`src/rtl/pipe_adder_pkg.sv`:
```
// Shared definitions for the pipelined add/subtract unit.
//   calc_nstg : number of pipeline stages for a WIDTH/CHUNK split.
//   split_ok  : true when WIDTH divides evenly into CHUNK-bit slices.
package pipe_adder_pkg;

    function automatic int calc_nstg(input int width, input int chunk);
        return width / chunk;
    endfunction

    function automatic bit split_ok(input int width, input int chunk);
        return (chunk > 0) && (width >= chunk) && ((width % chunk) == 0);
    endfunction

endpackage

```
`src/rtl/adder_slice.sv`:
```
// CHUNK-bit combinational adder slice with carry in and carry out.
// Ports:
//   a_i, b_i : CHUNK-bit operand slices
//   c_i      : carry into the slice
//   s_o      : CHUNK-bit sum slice
//   c_o      : carry out of the slice
module adder_slice #(
    parameter int CHUNK = 8
) (
    input  logic [CHUNK-1:0] a_i,
    input  logic [CHUNK-1:0] b_i,
    input  logic             c_i,
    output logic [CHUNK-1:0] s_o,
    output logic             c_o
);

    // One extra bit on every term so the carry out falls into the MSB.
    assign {c_o, s_o} = {1'b0, a_i} + {1'b0, b_i} + {{CHUNK{1'b0}}, c_i};

endmodule

```
`src/rtl/pipe_adder.sv`:
```
// Pipelined WIDTH-bit add/subtract unit with a valid/ready handshake.
// The add is split into CHUNK-bit slices, one per stage, with the carry
// registered between stages. All stages advance together (global stall).
// Ports:
//   clk, rst            : clock, synchronous active-high reset
//   in_valid / in_ready : operand handshake
//   a, b, cin, sub      : operands; sub=1 computes a-b, ignoring cin
//   out_valid/out_ready : result handshake
//   sum, cout, ovf      : result, raw MSB carry out, two's-complement overflow
module pipe_adder
    import pipe_adder_pkg::*;
#(
    parameter int WIDTH = 32,
    parameter int CHUNK = 8
) (
    input  logic             clk,
    input  logic             rst,
    input  logic             in_valid,
    output logic             in_ready,
    input  logic [WIDTH-1:0] a,
    input  logic [WIDTH-1:0] b,
    input  logic             cin,
    input  logic             sub,
    output logic             out_valid,
    input  logic             out_ready,
    output logic [WIDTH-1:0] sum,
    output logic             cout,
    output logic             ovf
);

    localparam int NSTG = calc_nstg(WIDTH, CHUNK);
    localparam int MSB  = WIDTH - 1;

    if (!split_ok(WIDTH, CHUNK)) begin : g_bad_split
        $fatal(1, "pipe_adder: WIDTH (%0d) must be a multiple of CHUNK (%0d)", WIDTH, CHUNK);
    end

    // Inputs seen by each stage: port values for stage 0, the previous
    // stage's registers otherwise.
    logic             v_in [NSTG];
    logic [WIDTH-1:0] a_in [NSTG];
    logic [WIDTH-1:0] b_in [NSTG];
    logic [WIDTH-1:0] s_in [NSTG];
    logic             c_in [NSTG];

    logic adv;

    // Everything holds while a result waits for a consumer.
    assign adv      = !out_valid || out_ready;
    assign in_ready = adv;

    // Bubbles enter with zero operands so idle outputs settle to 0
    // instead of echoing whatever sits on the operand bus.
    assign v_in[0] = in_valid;
    assign a_in[0] = in_valid ? a : '0;
    assign b_in[0] = in_valid ? (sub ? ~b : b) : '0;
    assign c_in[0] = in_valid && (sub || cin);
    assign s_in[0] = '0;

    for (genvar k = 0; k < NSTG; k++) begin : g_stg
        logic [CHUNK-1:0] s_slice;
        logic             c_slice;
        logic [WIDTH-1:0] s_d;
        logic             v_q;
        logic             c_q;
        logic [WIDTH-1:0] s_q;

        adder_slice #(.CHUNK(CHUNK)) u_slice (
            .a_i (a_in[k][k*CHUNK +: CHUNK]),
            .b_i (b_in[k][k*CHUNK +: CHUNK]),
            .c_i (c_in[k]),
            .s_o (s_slice),
            .c_o (c_slice)
        );

        // Lower slices pass through; this stage fills in slice k.
        always_comb begin
            s_d                   = s_in[k];
            s_d[k*CHUNK +: CHUNK] = s_slice;
        end

        // NOTE: sequential state uses non-blocking assignments so every
        // stage samples its predecessor's pre-edge value.
        always_ff @(posedge clk) begin
            if (rst) begin
                v_q <= 1'b0;
                c_q <= 1'b0;
                s_q <= '0;
            end else if (adv) begin
                v_q <= v_in[k];
                c_q <= c_slice;
                s_q <= s_d;
            end
        end

        if (k < NSTG - 1) begin : g_fwd
            // Operands still needed by later stages travel alongside.
            logic [WIDTH-1:0] a_q;
            logic [WIDTH-1:0] b_q;

            // NOTE: data registers are cleared on reset as well, not just
            // the valid bits, so the outputs are 0 after reset.
            always_ff @(posedge clk) begin
                if (rst) begin
                    a_q <= '0;
                    b_q <= '0;
                end else if (adv) begin
                    a_q <= a_in[k];
                    b_q <= b_in[k];
                end
            end

            assign v_in[k+1] = v_q;
            assign a_in[k+1] = a_q;
            assign b_in[k+1] = b_q;
            assign s_in[k+1] = s_q;
            assign c_in[k+1] = c_q;
        end else begin : g_out
            logic ovf_d;
            logic ovf_q;

            // Overflow: operands agree in sign but the result does not.
            assign ovf_d = (a_in[k][MSB] == b_in[k][MSB]) && (s_d[MSB] != a_in[k][MSB]);

            always_ff @(posedge clk) begin
                if (rst) begin
                    ovf_q <= 1'b0;
                end else if (adv) begin
                    ovf_q <= ovf_d;
                end
            end

            assign out_valid = v_q;
            assign sum       = s_q;
            assign cout      = c_q;
            assign ovf       = ovf_q;
        end
    end

endmodule

```
`config.mk`:
```
export PLATFORM = sky130hd
export DESIGN_NAME = pipe_adder
export DESIGN_NICKNAME = d
export VERILOG_FILES = /design/src/rtl/pipe_adder_pkg.sv /design/src/rtl/adder_slice.sv /design/src/rtl/pipe_adder.sv
export SDC_FILE = /design/constraint.sdc
export NUM_CORES = 1
export LEC_CHECK = 0
export ABC_AREA = 1
export CAP_MARGIN = 0
export CORE_AREA = 5 5 188 190
export DETAILED_ROUTE_END_ITERATION = 10
export DIE_AREA = 0 0 193 195
export GPL_ROUTABILITY_DRIVEN = 0
export PLACE_DENSITY = 0.52
export SYNTH_ARGS = -nofsm -noshare
export SYNTH_HDL_FRONTEND = slang
export SYNTH_SLANG_ARGS = --single-unit
```
`constraint.sdc`:
```
create_clock -name clk -period 8.35 [get_ports clk]
set_clock_uncertainty 0.15 [all_clocks]
set_input_delay 2.505 -clock clk [delete_from_list [all_inputs] [get_ports clk]]
set_output_delay 2.505 -clock clk [all_outputs]
set_load 0.1 [all_outputs]
```
==> flow_summary.json, run 1 <==
{
  "worstSetupStartpointType": "input pin",
  "place_hpwl_um": 13500,
  "tritoncts": "yes",
  "regArea_sq_um": 3700,
  "power_density_nw_per_um2": 197,
  "rsz0062_at_grt": "no",
  "synth.distinct_cells": 26,
  "final_common_cell": "nor2_1",
  "crit_family": "buffers and inverters",
  "finalHoldViolCount": 0,
  "worstPathArrival_ns": 3.40,
  "grt_pass1_vias": 6322,
  "cp_slowest_stage_delay_ns": 0.51,
  "drive_above_1_share": 0.0368,
  "r2r_cells": 8,
  "cts-root-buf": "clkbuf_16",
  "via_count": 6602,
  "tns_ns": 0,
  "timing.rr.end": "sum[30]",
  "remaining_drc_errors": 0,
  "port_buffers": 105,
  "die-area_sq_um": 37600,
  "wl_per_cell_um": 12.1,
  "cap_violations": 0,
  "setup_viol": 0,
  "synth_nets": 1194,
  "yosysWarnings": 0,
  "worstHoldEndpoint": "g_stg[2].v_q",
  "cp.required_ns": 5.70,
  "start_util": 0.246,
  "critPathKind": "in2out",
  "clock_latency_ns": 0.43,
  "grt_first_pass_wirelength_um": 32500,
  "drv_slew": 0,
  "fin_nets": 1261,
  "status": "completed",
  "rows": 67,
  "vdd_ir_drop_max_mv": 0.0936,
  "ios": 106,
  "cts.sinks": 185,
  "drt_iter0_drc": 404,
  "min_period_over_period": 0.726,
  "holdBufCountCts": 0,
  "min_path_type": "reg2reg",
  "track_usage": 0.105,
  "antenna_found_initial": 0,
  "path_clk_slew_ns": 0.06,
  "cts_resized": 0,
  "overflow": 0,
  "cts_setup_buffers": 0,
  "cts_buffers": 17,
  "n_antenna_cell": 0,
  "finalWirelength_um": 19600,
  "r2r_start": "out_valid",
  "core_sq_um": 33300,
  "hold_start": "g_stg[2].v_q",
  "die_h_um": 195,
  "period_minus_slack_ns": 6.06,
  "cts.htree.levels": 4,
  "leakage_uw": 0.00468,
  "ys.flop_type": "dfxtp_1",
  "multi_input_area_sq_um": 3830,
  "dp_slack_ns": 2.29,
  "synth_async_sr_flop_share": 0,
  "drtPass1Iterations": 4,
  "relSlewSlack": 0.230,
  "nFillCells": 3663,
  "ys_ff_latch": 185,
  "crit_fanout": 4,
  "ys_seq_area_frac": 0.452,
  "area_growth_pct": 22.8,
  "synth_edf_count": 0,
  "synth.largest_area_cell": "dfxtp_1",
  "crit_chain": "clkdlybuf4s50_1 -> nor2_4 -> inv_4 -> buf_4",
  "fin_ws_ns": 2.29,
  "mostFrequentLayoutCells": "209 x nor2_1, 185 x dfxtp_1, 176 x nand2_1, 114 x o21ai_0, 102 x clkdlybuf4s50_1",
  "synth_cells": 1088,
  "cp-end-kind": "output pin",
  "cts_buffer_depth": 2,
  "grt_max_degree": 135,
  "via_per_inst": 4.09,
  "r2r_setup_slack_ns": 5.78,
  "synth_area_sq_um": 8200,
  "avgSynthCellArea_sq_um": 7.54,
  "path_buf_inv": 3,
  "die_w_um": 193,
  "ant_nets": 0,
  "crit_slowest_cell": "clkdlybuf4s50_1",
  "worstMarginPinSlew_ns": 1.16,
  "yosysTopAreaCellShare": 0.452,
  "hold_depth": 2,
  "synth_area_leaders": "dfxtp_1 45%, nor2_1 9.6%, nand2_1 8.1%, o21ai_0 7.0%, a21oi_1 5.1%",
  "fmax_mhz": 165
}
[synthesized netlist by cell type, types with 12 or more instances]
| cell | instances |
|---|---|
| a21oi_1 | 84 |
| buf_2 | 27 |
| buf_4 | 12 |
| clkbuf_1 | 23 |
| dfxtp_1 | 185 |
| ha_1 | 28 |
| inv_1 | 84 |
| nand2_1 | 176 |
| nand3_1 | 38 |
| nor2_1 | 209 |
| o21ai_0 | 114 |
| o21ai_1 | 22 |
| xor2_1 | 35 |
[state kept, by name, summed over array words and instances (netlist names)]
signal           count
cout                 1
g_stg.c_q            3
g_stg.g_fwd.a_q     48
g_stg.g_fwd.b_q     48
g_stg.s_q           48
g_stg.v_q            3
out_valid            1
ovf                  1
sum                 32
[cell families (layout without fill, tap and decap cells)]
kind of cell	count (synthesis)	after routing	synth area share
simple gates	438	438	0.212
compound gates	237	237	0.150
flops	185	185	0.452
buf+inv	151	230	0.0806
xor+xnor	41	41	0.0438
fa+ha+maj	36	36	0.0623
[worst min-delay path: cells and delay by family (launching register included)]
family	cells	cell delay, ns
compound gates	1	0.06
buf+inv	1	0.06
flops	1	0.30
[layer usage]
metal	vias to the layer above	wire length (um)	GRT usage
met5	-	0	0
met2	84	7840	0.148
met4	0	259	0.0315
met1	2875	10900	0.160
met3	20	545	0.0221
li1	3623	-	-
[area by class of cell]
| class | instances | share of cell area |
|---|---|---|
| inverters | 87 | 0.0327 |
| repair buffers | 112 | 0.108 |
| clock inverters | 11 | 0.0113 |
| well taps | 448 | 0.0557 |
| clock buffers | 20 | 0.0434 |
| multi-input cells | 752 | 0.381 |
| flip-flops and latches | 185 | 0.368 |
[worst max path at each step]
stage              start  endpoint  slack [ns]  cells after the start
6_report       out_ready  in_ready        2.29                      4
5_1_grt        out_ready  in_ready        2.25                      4
4_1_cts        out_ready  in_ready        2.28                      4
3_5_place_dp   out_ready  in_ready        2.29                      4
3_3_place_gp   out_ready  in_ready        2.28                      4
2_1_floorplan  out_ready  in_ready        2.44                      4
[power by group]
| group | leakage [uW] | switching [uW] | internal [uW] | total, uW |
|---|---|---|---|---|
| sequential | 0.00151 | 24.5 | 931 | 955 |
| clock | 0.000252 | 349 | 415 | 763 |
| combinational | 0.00292 | 165 | 96.8 | 262 |
[metrics by stage]
stage / instances / power [uW] / cell area [sq um] / hold slack (ns) / utilization
2_1_floorplan: 1088 / 1150 / 8200 / 0.280 / -
3_3_place_gp: 1584 / 1240 / 9520 / 0.295 / 0.286
3_5_place_dp: 1584 / 1240 / 9520 / 0.300 / 0.286
4_1_cts: 1615 / 2020 / 10100 / 0.310 / 0.303
5_1_grt: 1615 / 2080 / 10100 / 0.323 / 0.303
6_report: 1615 / 1980 / 10100 / 0.310 / 0.303
(Power assumes the default switching activity.)
==> run 2: changes to the inputs <==
--- a/config.mk
+++ b/config.mk
@@ -11,7 +11,7 @@
 export DETAILED_ROUTE_END_ITERATION = 10
 export DIE_AREA = 0 0 193 195
 export GPL_ROUTABILITY_DRIVEN = 0
-export PLACE_DENSITY = 0.52
+export PLACE_DENSITY = 0.53
 export SYNTH_ARGS = -nofsm -noshare
 export SYNTH_HDL_FRONTEND = slang
 export SYNTH_SLANG_ARGS = --single-unit
==> constraint.sdc (replaced) <==
create_clock -name clk -period 5.3 [get_ports clk]
set_clock_uncertainty 0.15 [all_clocks]
set_input_delay 1.59 -clock clk [delete_from_list [all_inputs] [get_ports clk]]
set_output_delay 1.59 -clock clk [all_outputs]
set_load 0.1 [all_outputs]
==> run 2 against run 1 <==
Against the previous run:
- routed wire length down 2.2%
- combinational power up 57%
- critical path type unchanged
- highest routed layer unchanged
- largest cell class unchanged
- largest power group unchanged
- critical path depth unchanged
- cell count up 0.12%
==> flow_summary.json, run 2 (synthesis results as in run 1) <==
{
  "area_growth_pct": 23.5,
  "overflow": 0,
  "status": "completed",
  "fin_cells": 1617,
  "min_path_type": "reg2reg",
  "setup_viol": 0,
  "cts-root-buf": "clkbuf_16",
  "cts_setup_buffers": 0,
  "mostFrequentLayoutCells": "209 x nor2_1, 185 x dfxtp_1, 176 x nand2_1, 114 x o21ai_0, 102 x clkdlybuf4s50_1",
  "ios": 106,
  "worstSetupEndpoint": "in_ready",
  "worstMarginPinSlew_ns": 1.13,
  "finalWirelength_um": 19200,
  "die_w_um": 193,
  "multi_input_area_sq_um": 3830,
  "nFillCells": 3678,
  "fin_nets": 1262,
  "place_hpwl_um": 13600,
  "r2r_setup_slack_ns": 2.76,
  "cp-end-kind": "output pin",
  "via_count": 6537,
  "track_usage": 0.105,
  "cp-startpoint": "out_ready",
  "path_clk_slew_ns": 0.06,
  "period_minus_slack_ns": 4.27,
  "drv_slew": 0,
  "min_period_over_period": 0.806,
  "ant_nets": 0,
  "critPathKind": "in2out",
  "vdd_ir_drop_max_mv": 0.139,
  "start_util": 0.246,
  "die_h_um": 195,
  "cts_buffers": 17,
  "worstSetupStartpointType": "input pin",
  "cts.sinks": 185,
  "tritoncts": "yes",
  "worstPathArrival_ns": 2.53,
  "cts_buffer_depth": 2,
  "r2r_cells": 8,
  "place_inst": 1585,
  "crit_fanout": 3,
  "core_sq_um": 33300,
  "rsz0062_at_grt": "no",
  "relSlewSlack": 0.248,
  "port_buffers": 105,
  "leakage_uw": 0.00472,
  "rows": 67,
  "cts_resized": 0,
  "die-area_sq_um": 37600,
  "drive_above_1_share": 0.0393,
  "grt_pass1_vias": 6390,
  "clock_latency_ns": 0.43,
  "regArea_sq_um": 3700,
  "grt_max_degree": 96,
  "grt_first_pass_wirelength_um": 32500,
  "drt_iter0_drc": 332,
  "remaining_drc_errors": 0,
  "cp.required_ns": 3.56,
  "power_density_nw_per_um2": 312,
  "tns_ns": 0,
  "cap_violations": 0,
  "top_regs": "g_stg.g_fwd.a_q: 48 flops, g_stg.g_fwd.b_q: 48 flops, g_stg.s_q: 48 flops",
  "wl_per_cell_um": 11.8,
  "finalHoldViolCount": 0,
  "final_common_cell": "nor2_1",
  "holdBufCountCts": 0,
  "fmax_mhz": 234,
  "r2r_start": "out_valid",
  "antenna_found_initial": 0,
  "drtPass1Iterations": 6,
  "n_antenna_cell": 0,
  "cts.htree.levels": 4,
  "via_per_inst": 4.04,
  "timing.rr.end": "g_stg[2].s_q[19]"
}
-- run 2: how the worst min path moves through the flow --
| stage | from | end | cells after the start |
|---|---|---|---|
| after floorplan | g_stg[2].v_q | g_stg[2].v_q | 2 |
| after global placement | g_stg[2].v_q | g_stg[2].v_q | 2 |
| after detailed placement | g_stg[2].v_q | g_stg[2].v_q | 2 |
| after CTS | g_stg[2].v_q | g_stg[2].v_q | 2 |
| after global routing | g_stg[2].v_q | out_valid | 2 |
| final | g_stg[2].v_q | g_stg[2].v_q | 2 |
-- run 2: power breakdown --
part,switching (uW),internal [uW],total [uW]
registers,38.7,1470,1510
clock network,555,682,1240
logic,258,154,412
-- run 2: metrics by stage --
stage	utilization	total power (uW)	setup WS (ns)	hold WS (ns)	cell area (sq um)
4_1_cts	0.304	3210	0.990	0.311	10100
5_1_grt	0.304	3320	0.965	0.322	10100
3_5_place_dp	0.287	1950	0.920	0.301	9550
3_3_place_gp	0.287	1950	0.940	0.295	9550
6_report	0.304	3150	1.03	0.305	10100
2_1_floorplan	-	1820	1.22	0.280	8200
-- run 2: layout make-up --
class	instances	share of cell area
Clock buffer	21	0.0455
Clock inverter	11	0.0110
Inverter	87	0.0325
Multi-Input combinational cell	752	0.379
Sequential cell	185	0.366
Tap cell	448	0.0554
Timing Repair Buffer	113	0.111
-- run 2: metal layers --
metal,vias up,GRT usage,wire length (um)
li1,3615,-,-
met1,2814,0.161,10900
met2,88,0.145,7410
met3,20,0.0239,619
met4,0,0.0307,260
met5,-,0,0
-- run 2: critical path, stage by stage --
cell	delay [ns]
clkdlybuf4s50_1	0.50
nor2_4	0.22
inv_4	0.05
buf_12	0.16
